<file path="config.mk">
export PLATFORM = sky130hd
export DESIGN_NAME = onehot_decoder_seq
export DESIGN_NICKNAME = d
export VERILOG_FILES = /design/src/rtl/onehot_decoder_seq_pkg.sv /design/src/rtl/onehot_decoder_seq.sv
export SDC_FILE = /design/constraint.sdc
export NUM_CORES = 1
export LEC_CHECK = 0
export BUFFER_PORTS_ARGS = -buffer_cell sky130_fd_sc_hd__clkbuf_2
export CAP_MARGIN = 15
export CELL_PAD_IN_SITES_DETAIL_PLACEMENT = 1
export CELL_PAD_IN_SITES_GLOBAL_PLACEMENT = 2
export CORE_UTILIZATION = 36
export CTS_CLUSTER_SIZE = 8
export DETAILED_ROUTE_END_ITERATION = 10
export GPL_ROUTABILITY_DRIVEN = 0
export GPL_TIMING_DRIVEN = 0
export PLACE_DENSITY = 0.87
export SYNTH_ARGS = -nofsm -noshare
export SYNTH_HDL_FRONTEND = slang
export SYNTH_SLANG_ARGS = --single-unit
</file>
<file path="constraint.sdc">
create_clock -name clk -period 2 [get_ports clk]
set_input_delay 0.3 -clock clk [delete_from_list [all_inputs] [get_ports clk]]
set_output_delay 0.3 -clock clk [all_outputs]
set_load 0.01 [all_outputs]
</file>
<file path="src/rtl/onehot_decoder_seq_pkg.sv">
// Shared definitions for the registered one-hot decoder: FSM encoding and
// a one-hot helper sized for the widest supported decoder.
package onehot_decoder_seq_pkg;

  // Widest decoder supported by the helper (SEL_W up to 8).
  localparam int ONEHOT_SEL_MAX = 8;
  localparam int ONEHOT_MAX_W   = 2 ** ONEHOT_SEL_MAX;

  typedef enum logic [1:0] {
    ST_IDLE  = 2'd0,
    ST_SWEEP = 2'd1,
    ST_DONE  = 2'd2
  } state_e;

  // Returns 1 << idx at the maximum width; callers size-cast to OUT_W.
  function automatic logic [ONEHOT_MAX_W-1:0] onehot(input logic [ONEHOT_SEL_MAX-1:0] idx);
    logic [ONEHOT_MAX_W-1:0] v;
    v      = '0;
    v[idx] = 1'b1;
    return v;
  endfunction

endpackage

</file>
<file path="src/rtl/onehot_decoder_seq.sv">
// Registered SEL_W-to-2^SEL_W one-hot decoder with a SWEEP mode that walks a
// single hot bit across outputs 0..SWEEP_LAST for register-file init/clear.
module onehot_decoder_seq
  import onehot_decoder_seq_pkg::*;
#(
  parameter int SEL_W      = 4,
  parameter int SWEEP_LAST = 15
) (
  input  logic                  clk,
  input  logic                  reset,
  input  logic                  en,
  input  logic [SEL_W-1:0]      sel,
  input  logic                  sweep_start,
  output logic [(2**SEL_W)-1:0] out_dec,
  output logic                  out_valid,
  output logic                  busy,
  output logic                  done
);

  localparam int OUT_W = 2 ** SEL_W;
  localparam logic [SEL_W-1:0] LAST_IDX = SEL_W'(SWEEP_LAST);

  // Static parameter checks, evaluated at elaboration.
  if (SEL_W < 1 || SEL_W > ONEHOT_SEL_MAX) begin : g_bad_sel_w
    $error("onehot_decoder_seq: SEL_W must be in 1..%0d", ONEHOT_SEL_MAX);
  end
  if (SWEEP_LAST < 0 || SWEEP_LAST > OUT_W - 1) begin : g_bad_sweep_last
    $error("onehot_decoder_seq: SWEEP_LAST must be in 0..%0d", OUT_W - 1);
  end

  state_e           state;
  logic [SEL_W-1:0] idx;

  // Single FSM: state, sweep index and every output are registered here.
  // NOTE: sequential state uses non-blocking assignments so all registers
  // update together from pre-edge values; reset is asynchronous so outputs
  // clear immediately, even mid-sweep.
  always_ff @(posedge clk or posedge reset) begin
    if (reset) begin
      state     <= ST_IDLE;
      idx       <= '0;
      out_dec   <= '0;
      out_valid <= 1'b0;
      busy      <= 1'b0;
      done      <= 1'b0;
    end else begin
      case (state)
        ST_IDLE: begin
          done <= 1'b0;
          if (sweep_start) begin
            // Sweep wins over a same-cycle decode request.
            state     <= ST_SWEEP;
            idx       <= '0;
            out_dec   <= OUT_W'(onehot('0));
            out_valid <= 1'b1;
            busy      <= 1'b1;
          end else if (en) begin
            out_dec   <= OUT_W'(onehot(ONEHOT_SEL_MAX'(sel)));
            out_valid <= 1'b1;
            busy      <= 1'b0;
          end else begin
            out_dec   <= '0;
            out_valid <= 1'b0;
            busy      <= 1'b0;
          end
        end

        ST_SWEEP: begin
          // en/sel/sweep_start are ignored; the compare ends the sweep
          // before idx could wrap.
          if (idx == LAST_IDX) begin
            state     <= ST_DONE;
            out_dec   <= '0;
            out_valid <= 1'b0;
            busy      <= 1'b0;
            done      <= 1'b1;
          end else begin
            idx       <= idx + 1'b1;
            out_dec   <= out_dec << 1;
            out_valid <= 1'b1;
            busy      <= 1'b1;
          end
        end

        ST_DONE: begin
          // One-cycle completion pulse; inputs are ignored here.
          state     <= ST_IDLE;
          idx       <= '0;
          out_dec   <= '0;
          out_valid <= 1'b0;
          busy      <= 1'b0;
          done      <= 1'b0;
        end

        default: begin
          state     <= ST_IDLE;
          idx       <= '0;
          out_dec   <= '0;
          out_valid <= 1'b0;
          busy      <= 1'b0;
          done      <= 1'b0;
        end
      endcase
    end
  end

endmodule

</file>
==> results of run 1 <==
## per-layer routing
layer / wire [um] / up-vias
li1: - / 373
met1: 1112 / 385
met2: 1017 / 12
met3: 51 / 2
met4: 19 / 0
met5: 0 / -
## how the worst min path moves through the flow
stage	from	endpoint	slack, ns
CTS	reset	out_dec[6]	0.17
global route	reset	out_dec[6]	0.20
floorplan	reset	busy	0.33
finish	reset	out_dec[6]	0.14
global placement	out_dec[6]	out_dec[7]	0.46
detailed placement	out_dec[6]	out_dec[7]	0.47
## worst reg2reg max path, delay by kind of cell (launching register included)
family	cells	cell delay [ns]
flip-flops	1	0.43
AND/OR/NAND/NOR	2	0.47
adder cells (fa/ha/maj)	1	0.25
buffers and inverters	1	0.17
AO/OA/AOI/OAI	1	0.12
## metrics by stage
stage          total power [mW]  hold WS (ns)  std cells
2_1_floorplan             1.114        0.3273         83
3_3_place_gp              1.269        0.4639        140
3_5_place_dp              1.297        0.4712        140
4_1_cts                   1.541        0.1723        144
5_1_grt                   1.630        0.1984        144
6_report                  1.517        0.1386        144
## where the power goes
| group | switching, mW | internal [mW] |
|---|---|---|
| Sequential | 0.0959 | 0.628 |
| Combinational | 0.286 | 0.266 |
| Clock | 0.160 | 0.0812 |
| Total | 0.542 | 0.975 |
## logic make-up (layout without fill, tap and decap cells)
| logic type | after synthesis | count (layout) |
|---|---|---|
| simple gates | 28 | 28 |
| fa+ha+maj | 1 | 1 |
| buf+inv | 4 | 34 |
| flops | 25 | 25 |
| mux | 1 | 1 |
| compound gates | 24 | 24 |
## registers in the layout (all words and copies together), names as in the netlist
register	flops
state	2
out_valid	1
idx	4
out_dec	16
busy	1
done	1
## area by class of cell
cell class / instances / area (um2)
multi-input cells: 54 / 415.4
clock buffers: 3 / 22.52
repair buffers: 26 / 130.1
plain buffers: 2 / 26.28
fillers: 318 / 1506
inverters: 2 / 7.507
clock inverters: 1 / 8.758
flip-flops and latches: 25 / 625.6
well taps: 31 / 38.79
## cells in the final DEF, fill, tap and decap left out, drive strengths merged
master	instances
a211o	1
a21o	2
a22o	1
a2bb2o	1
a31oi	1
and3	1
buf	2
clkbuf	29
dfrtp	25
ha	1
inv	3
mux2	1
nand2	2
nand2b	3
nand3	3
nand3b	2
nand4b	1
nor2	8
nor2b	1
nor3	3
nor4b	2
o21ai	4
o2bb2ai	14
or2	1
or3	1
==> impl_metrics.py, run 1 <==
metrics = {
    "run": {
        "maxCapViolations": 0,
    },
    "power_and_ir_drop": {
        "power_leakage_nw": 0.6153,
        "power.density_nw_per_um2": 1190,
        "vdd_drop_max_mv": 0.5426,
    },
    "grt": {
        "grt_usage_pct": 15.05,
        "grt_first_pass_wirelength_um": 3691,
        "grt_use_met2_pct": 23.19,
        "use_met1_pct": 21.51,
        "first_global_vias": 753,
        "grt_max_degree": 26,
        "grt_overflow": 0,
        "antenna_found_initial": 0,
        "met3_usage_pct": 2.304,
        "grt-busiest-layer": "met2",
    },
    "timing": {
        "fin_worst_skew_ns": 0.01025,
        "final_hold_viol_count": 0,
        "drv_slew": 0,
        "relSlewSlack_pct": 38.01,
        "final.min_clock_period_ns": 1.497,
        "setup_slack_ns": 0.5026,
        "rsz0062_at_grt": "false",
        "final.setup.tns_ns": 0,
        "fmax_mhz": 667.8,
        "min_period_over_period_pct": 74.87,
        "max_slew.worst_pin.slew_ns": 0.9289,
        "setup_violations": 0,
    },
    "worst_setup_path": {
        "startpoint": "idx[0]",
        "reg2reg_depth": 5,
        "cp_num_cells": 5,
        "cp-start-kind": "flop",
        "crit_buf_inv": 1,
        "crit_family": "simple AND/OR/NAND/NOR gates",
        "crit_path_end": "out_dec[4]",
        "r2r_start": "idx[0]",
        "worstReg2RegEnd": "out_dec[4]",
        "cp_slowest_cell": "dfrtp_1",
        "critPathRequiredTime_ns": 2.25,
        "critPathMaxFanout": 10,
        "endpoint_kind": "flop",
        "regToRegSetupSlack_ns": 0.50,
        "cp_cell_sequence": "ha_1 > and3_1 > nor2_8 > buf_8 > o2bb2ai_1",
        "arrival_ns": 1.75,
        "path_class": "flop to flop",
        "slowest_delay_ns": 0.43,
    },
    "synthesis": {
        "synth_top_area_cell": "dfrtp_1",
        "yosysMostFrequentCell": "dfrtp_1",
        "synth_xor_area_share_pct": 0,
        "synth_edf_count": 0,
        "ys.flop_type": "dfrtp_1",
        "synth_top_family_by_area": "compound AO/OA/AOI/OAI gates",
        "synthMuxAreaShare_pct": 1.048,
        "seq_area_frac_synth_pct": 58.21,
        "ys_warn_count": 0,
        "synth-async-reset-ratio_pct": 100.0,
        "syn_area_um2": 1075,
        "post_synth_num_cell_types": 30,
        "synth_compound_area_share_pct": 18.28,
        "synthCells": 83,
        "synthAdderAreaFrac_pct": 1.164,
        "synth_fp_nets": 92,
        "synth-seq-cells": 25,
        "syn_area_per_cell_um2": 12.95,
        "synthSimpleGateAreaFrac_pct": 18.16,
        "synthTopCellsByArea": "dfrtp_1, o2bb2ai_1, nor2_1, nor4b_4, nor2_8",
        "synthTopCellsByCount": "dfrtp_1, o2bb2ai_1, nor2_1, nand2b_1, nor3_1",
        "synth_top_area_share_pct": 58.21,
    },
    "status": {
        "outcome": "finished clean",
    },
    "min_path": {
        "hp-class": "input pin to async pin",
    },
    "finish": {
        "syn_to_final_growth_pct": 18.63,
        "final_core_util_pct": 45.84,
        "drive_gt1_share_pct": 35.40,
        "final_area_um2": 1275,
        "diodes": 0,
        "finalNetCount": 123,
    },
    "cts": {
        "cts_hold_buf": 0,
        "clk_pin_slew_ns": 0.15,
        "clock_latency_ns": 0.32,
        "cts_sinks": 25,
        "cts_buffer_depth": 2,
        "numCtsBuffers": 3,
        "cts_tree": "yes",
        "post_cts_resized": 0,
        "cts_max_level": 1,
        "post_cts_buffers": 0,
        "cts_root_buf": "clkbuf_4",
    },
    "detailed_routing": {
        "antenna_left": 0,
        "wl_um": 2201,
        "route.detailed.drc": 0,
        "drt_iter0_markers": 14,
        "routedWlPerCell_um": 15.28,
        "drtPass1Iterations": 2,
        "via_per_inst": 5.361,
        "num_vias": 772,
    },
    "floorplan": {
        "core_area_um2": 2781,
        "die_area_um2": 3208,
        "io_pins": 27,
        "die_y_um": 56.64,
        "start_util_pct": 38.64,
        "die_w_um": 56.64,
        "fp-row-count": 19,
    },
    "place": {
        "dp_slack_ns": 0.5138,
        "dpl_cell_area_um2": 1244,
        "post-dp-hpwl_um": 1651,
        "port_buffers": 26,
    },
}
Power figures use the tool's default switching activity.
==> run 2, diff against run 1 <==
- CORE_UTILIZATION: 36 -> 33
- PLACE_DENSITY: 0.87 -> 0.82
- clock period: 2 -> 1.4 ns (I/O delays scaled with it)
==> run 2 against run 1 <==
  * Worst hold slack lost 0.099 ns
  * Clock skew grew 0.0061 ns
  * Via count grew 1.0%
  * Total power grew 51%
  * Sequential share of layout area shrank 2.5 points
  * Combinational power grew 65%
  * Cell count grew 13%
  * Setup slack lost 0.45 ns
  * Largest cell class unchanged
==> impl_metrics.py, run 2 (synthesis results as in run 1) <==
metrics = {
    "timing": {
        "relSlewSlack_pct": 37.89,
        "final.min_clock_period_ns": 1.343,
        "final.setup.tns_ns": 0,
        "setup_slack_ns": 0.05653,
        "final_hold_viol_count": 0,
        "min_period_over_period_pct": 95.96,
        "setup_violations": 0,
        "fin_worst_skew_ns": 0.01631,
        "rsz0062_at_grt": "true",
        "max_slew.worst_pin.slew_ns": 0.9306,
        "drv_slew": 0,
        "fmax_mhz": 744.3,
    },
    "cts": {
        "cts_buffer_depth": 2,
        "clock_latency_ns": 0.33,
        "cts_max_level": 1,
        "cts_tree": "yes",
        "cts_root_buf": "clkbuf_4",
        "numCtsBuffers": 3,
        "clk_pin_slew_ns": 0.15,
        "cts_sinks": 25,
    },
    "floorplan": {
        "core_area_um2": 3078,
        "die_y_um": 59.07,
        "die_w_um": 59.07,
        "io_pins": 27,
        "start_util_pct": 34.92,
        "die_area_um2": 3489,
        "fp-row-count": 20,
    },
    "detailed_routing": {
        "via_per_inst": 4.815,
        "drt_iter0_markers": 17,
        "antenna_left": 0,
        "wl_um": 2450,
        "drtPass1Iterations": 4,
        "route.detailed.drc": 0,
        "routedWlPerCell_um": 15.12,
        "num_vias": 780,
    },
    "worst_setup_path": {
        "slowest_delay_ns": 0.48,
        "critPathMaxFanout": 6,
        "cp_slowest_cell": "dfrtp_2",
        "regToRegSetupSlack_ns": 0.06,
        "critPathRequiredTime_ns": 1.67,
        "worstReg2RegEnd": "out_dec[4]",
        "path_class": "flop to flop",
        "crit_buf_inv": 0,
        "cp-start-kind": "flop",
        "endpoint_kind": "flop",
        "cp_cell_sequence": "nor4b_4 > nand3b_1 > o2bb2ai_1",
        "arrival_ns": 1.61,
        "reg2reg_depth": 3,
        "crit_family": "simple AND/OR/NAND/NOR gates",
        "r2r_start": "state[1]",
    },
    "finish": {
        "layout_commonest_cell": "clkbuf_2",
        "fillCellCount": 342,
        "syn_to_final_growth_pct": 25.38,
        "final_cell_mix": "clkbuf_2, dfrtp_1, o2bb2ai_1",
        "finalNetCount": 128,
        "largest_register_ffs": 16,
        "largest_register": "out_dec",
        "drive_gt1_share_pct": 43.22,
        "diodes": 0,
        "top_regs": "out_dec: 16 flops, idx: 4 flops, state: 2 flops",
    },
    "grt": {
        "first_global_vias": 800,
        "grt_first_pass_wirelength_um": 3974,
        "antenna_found_initial": 0,
        "grt_usage_pct": 15.93,
        "grt_max_degree": 26,
        "grt_overflow": 0,
    },
    "power_and_ir_drop": {
        "vdd_drop_max_mv": 0.6280,
        "p_total_mw": 2.288,
        "power.density_nw_per_um2": 1698,
        "power_leakage_nw": 0.6344,
    },
    "run": {
        "maxCapViolations": 0,
    },
    "place": {
        "dp_slack_ns": -0.07837,
        "post-dp-hpwl_um": 1685,
        "port_buffers": 26,
    },
    "min_path": {
        "hp-class": "input pin to async pin",
    },
    "status": {
        "outcome": "finished clean",
    },
}
-- run 2: metrics by stage --
step | cells | utilization (%) | hold WS (ns) | cell area, um2
after CTS | 161 | 42.97 | 0.08433 | 1323
after floorplan | 83 | - | 0.2373 | 1075
final | 162 | 43.78 | 0.03984 | 1348
after global placement | 153 | 40.94 | 0.4416 | 1260
after detailed placement | 153 | 40.94 | 0.4628 | 1260
after global routing | 162 | 43.78 | 0.1318 | 1348
-- run 2: layout make-up --
class	instances	area, um2	share of cell area, %
Timing Repair Buffer	31	167.7	12.44
Tap cell	44	55.05	4.085
Clock buffer	3	22.52	1.671
Inverter	2	7.507	0.5571
Sequential cell	25	628.1	46.61
Multi-Input combinational cell	54	435.4	32.31
Clock inverter	1	5.005	0.3714
Buffer	2	26.28	1.950
-- run 2: worst max path at each step --
stage	to	slack, ns	cells after the start	from
after floorplan	idx[0]	0.09	4	idx[0]
after global placement	out_dec[4]	-0.07	5	idx[0]
after detailed placement	out_dec[9]	-0.08	5	idx[0]
after CTS	out_dec[13]	0.03	5	idx[1]
after global routing	out_dec[4]	-0.03	3	state[1]
final	out_dec[4]	0.06	3	state[1]
-- run 2: per-layer routing --
layer	vias up	share of wire [%]	global-route usage, %
met2	16	47	25.00
met4	0	1.6	7.143
met1	376	49	21.65
li1	383	-	-
met3	5	2.1	2.620
met5	-	0	0
-- run 2: timing repair --
| item | in CTS | in global routing |
|---|---|---|
| endpoints found under the setup margin | 13 | 13 |
| gates resized for setup | 2 | 5 |
| pin swaps | 1 | 7 |
| hold buffers | 0 | 0 |
| buffers inserted | 4 | 1 |
-- run 2: power breakdown --
part | internal (mW) | switching (mW) | total (mW)
combinational | 0.463 | 0.448 | 0.911
clock | 0.107 | 0.227 | 0.334
sequential | 0.900 | 0.144 | 1.04
total | 1.47 | 0.819 | 2.29
==> run 3, diff against run 2 <==
--- a/config.mk
+++ b/config.mk
@@ -11,3 +11,4 @@
 export CELL_PAD_IN_SITES_GLOBAL_PLACEMENT = 2
-export CORE_UTILIZATION = 33
+export CORE_ASPECT_RATIO = 0.9
+export CORE_UTILIZATION = 36
 export CTS_CLUSTER_SIZE = 8
@@ -16,3 +17,3 @@
 export GPL_TIMING_DRIVEN = 0
-export PLACE_DENSITY = 0.82
+export PLACE_DENSITY = 0.87
 export SYNTH_ARGS = -nofsm -noshare
==> constraint.sdc (replaced) <==
create_clock -name clk -period 1.6 [get_ports clk]
set_input_delay 0.24 -clock clk [delete_from_list [all_inputs] [get_ports clk]]
set_output_delay 0.24 -clock clk [all_outputs]
set_load 0.05 [all_outputs]
==> run 3 against run 2 <==
  * Total power shrank 4.9%
  * Clock skew decreased by 0.0054 ns
  * Wire length down 1.4%
  * Setup slack better by 0.018 ns
  * First-iteration DRC count shrank 18%
  * Global-route usage grew 2.4 points
  * Flip-flop and latch count unchanged
  * Die area down 8.1%
  * Critical path type unchanged
  * Largest cell class unchanged
==> impl_metrics.py, run 3 (synthesis results as in run 1) <==
metrics = {
    "cts": {
        "cts_tree": "yes",
        "cts_root_buf": "clkbuf_4",
        "cts_max_level": 1,
        "cts_hold_buf": 0,
        "clock_latency_ns": 0.31,
        "cts_sinks": 25,
        "numCtsBuffers": 3,
        "post_cts_buffers": 0,
        "cts_buffer_depth": 2,
        "post_cts_resized": 0,
        "clk_pin_slew_ns": 0.13,
    },
    "detailed_routing": {
        "wl_met3_um": 79,
        "routedWlPerCell_um": 15.79,
        "drtPass1Iterations": 2,
        "drt_iter0_markers": 14,
        "wl_met1_um": 1161,
        "wl_met2_um": 1131,
        "routed.top_layer": "met4",
        "route.detailed.drc": 0,
        "num_vias": 791,
        "antenna_left": 0,
        "via_per_inst": 5.170,
        "wl_um": 2416,
    },
    "finish": {
        "final_cell_mix": "clkbuf_2, dfrtp_1, o2bb2ai_1",
        "layout_commonest_cell": "clkbuf_2",
        "top_regs": "out_dec: 16 flops, idx: 4 flops, state: 2 flops",
        "finalNetCount": 123,
        "drive_gt1_share_pct": 34.51,
        "largest_register_ffs": 16,
        "diodes": 0,
        "fin_cells": 153,
        "syn_to_final_growth_pct": 19.21,
        "final_core_util_pct": 45.88,
        "largest_register": "out_dec",
        "final_area_um2": 1281,
    },
    "worst_setup_path": {
        "arrival_ns": 1.75,
        "reg2reg_depth": 5,
        "slowest_delay_ns": 0.42,
        "cp_slowest_cell": "dfrtp_1",
        "regToRegSetupSlack_ns": 0.07,
        "worstReg2RegEnd": "out_dec[6]",
        "cp-start-kind": "flop",
        "crit_path_end": "out_dec[6]",
        "critPathRequiredTime_ns": 1.82,
        "r2r_start": "idx[0]",
        "startpoint": "idx[0]",
        "cp_cell_sequence": "ha_1 > and3_1 > nor2_8 > buf_8 > o2bb2ai_1",
        "path_class": "flop to flop",
        "critPathMaxFanout": 10,
        "endpoint_kind": "flop",
    },
    "grt": {
        "grt_first_pass_wirelength_um": 4146,
        "grt_overflow": 0,
        "grt_max_degree": 26,
        "first_global_vias": 852,
        "grt_usage_pct": 18.35,
        "antenna_found_initial": 0,
    },
    "timing": {
        "final.setup.tns_ns": 0,
        "fin_worst_skew_ns": 0.01096,
        "drv_slew": 0,
        "min_period_over_period_pct": 95.33,
        "rsz0062_at_grt": "false",
        "fmax_mhz": 655.6,
        "relSlewSlack_pct": 38.75,
        "final.min_clock_period_ns": 1.525,
        "setup_violations": 0,
        "max_slew.worst_pin.slew_ns": 0.9177,
        "final_hold_viol_count": 0,
    },
    "floorplan": {
        "die_w_um": 59.60,
        "die_area_um2": 3208,
        "die_y_um": 53.84,
        "core_area_um2": 2793,
        "fp-row-count": 18,
        "io_pins": 27,
        "start_util_pct": 38.49,
    },
    "place": {
        "port_buffers": 26,
        "post-place-cells": 149,
        "post-dp-hpwl_um": 1846,
        "dpl_cell_area_um2": 1255,
    },
    "run": {
        "maxCapViolations": 0,
    },
    "power_and_ir_drop": {
        "power_leakage_nw": 0.6119,
        "power.density_nw_per_um2": 1698,
        "vdd_drop_max_mv": 1.085,
    },
    "status": {
        "outcome": "finished clean",
    },
    "min_path": {
        "hp-class": "input pin to async pin",
    },
}
run 3: cell types whose count changed in the layout (fill, tap and decap cells not counted):
cell	change
buf_4	-5
dfrtp_1	+2
dfrtp_2	-2
o2bb2ai_1	+2
o2bb2ai_2	-2
and3_1	+1
and3_4	-1
clkbuf_1	+1
clkinv_2	-1
ha_1	+1
ha_2	-1
run 3: critical path, delay by kind of cell, from the launching register on:
family | cells | cell delay (ns)
fa+ha+maj | 1 | 0.25
buf+inv | 1 | 0.16
flops | 1 | 0.42
simple gates | 2 | 0.47
compound gates | 1 | 0.14
run 3: worst min path at each step:
| stage | slack [ns] | start | depth (start not counted) | end |
|---|---|---|---|---|
| floorplan | 0.27 | reset | 1 | busy |
| CTS | 0.13 | reset | 2 | idx[2] |
| finish | 0.09 | reset | 2 | idx[2] |
| global route | 0.19 | reset | 2 | done |
| detailed placement | 0.47 | out_dec[7] | 1 | out_dec[8] |
| global placement | 0.46 | reset | 2 | done |
run 3: layer usage:
metal | vias up | track usage [%]
met4 | 0 | 6.977
met2 | 18 | 28.84
li1 | 370 | -
met3 | 4 | 4.567
met5 | - | 0
met1 | 399 | 24.62
run 3: per-stage QoR:
step           power (mW)  worst slack, ns  hold WS [ns]
2_1_floorplan       1.676           0.2894        0.2673
3_3_place_gp        1.876           0.1160        0.4636
3_5_place_dp        1.927           0.1071        0.4748
4_1_cts             2.209          0.07979        0.1253
5_1_grt             2.321         0.003728        0.1901
6_report            2.176          0.07474       0.08753
run 3: final cells by class:
| cell class | instances | area, um2 |
|---|---|---|
| Clock buffer | 4 | 26.28 |
| Timing Repair Buffer | 26 | 130.1 |
| Sequential cell | 25 | 625.6 |
| Multi-Input combinational cell | 54 | 415.4 |
| Inverter | 2 | 7.507 |
| Tap cell | 40 | 50.05 |
| Buffer | 2 | 26.28 |
| Fill cell | 336 | 1511 |
run 3: power by group:
part / switching, mW / internal [mW] / total (mW)
clock: 0.173 / 0.0973 / 0.270
combinational: 0.665 / 0.333 / 0.998
sequential: 0.123 / 0.785 / 0.908
total: 0.960 / 1.22 / 2.18
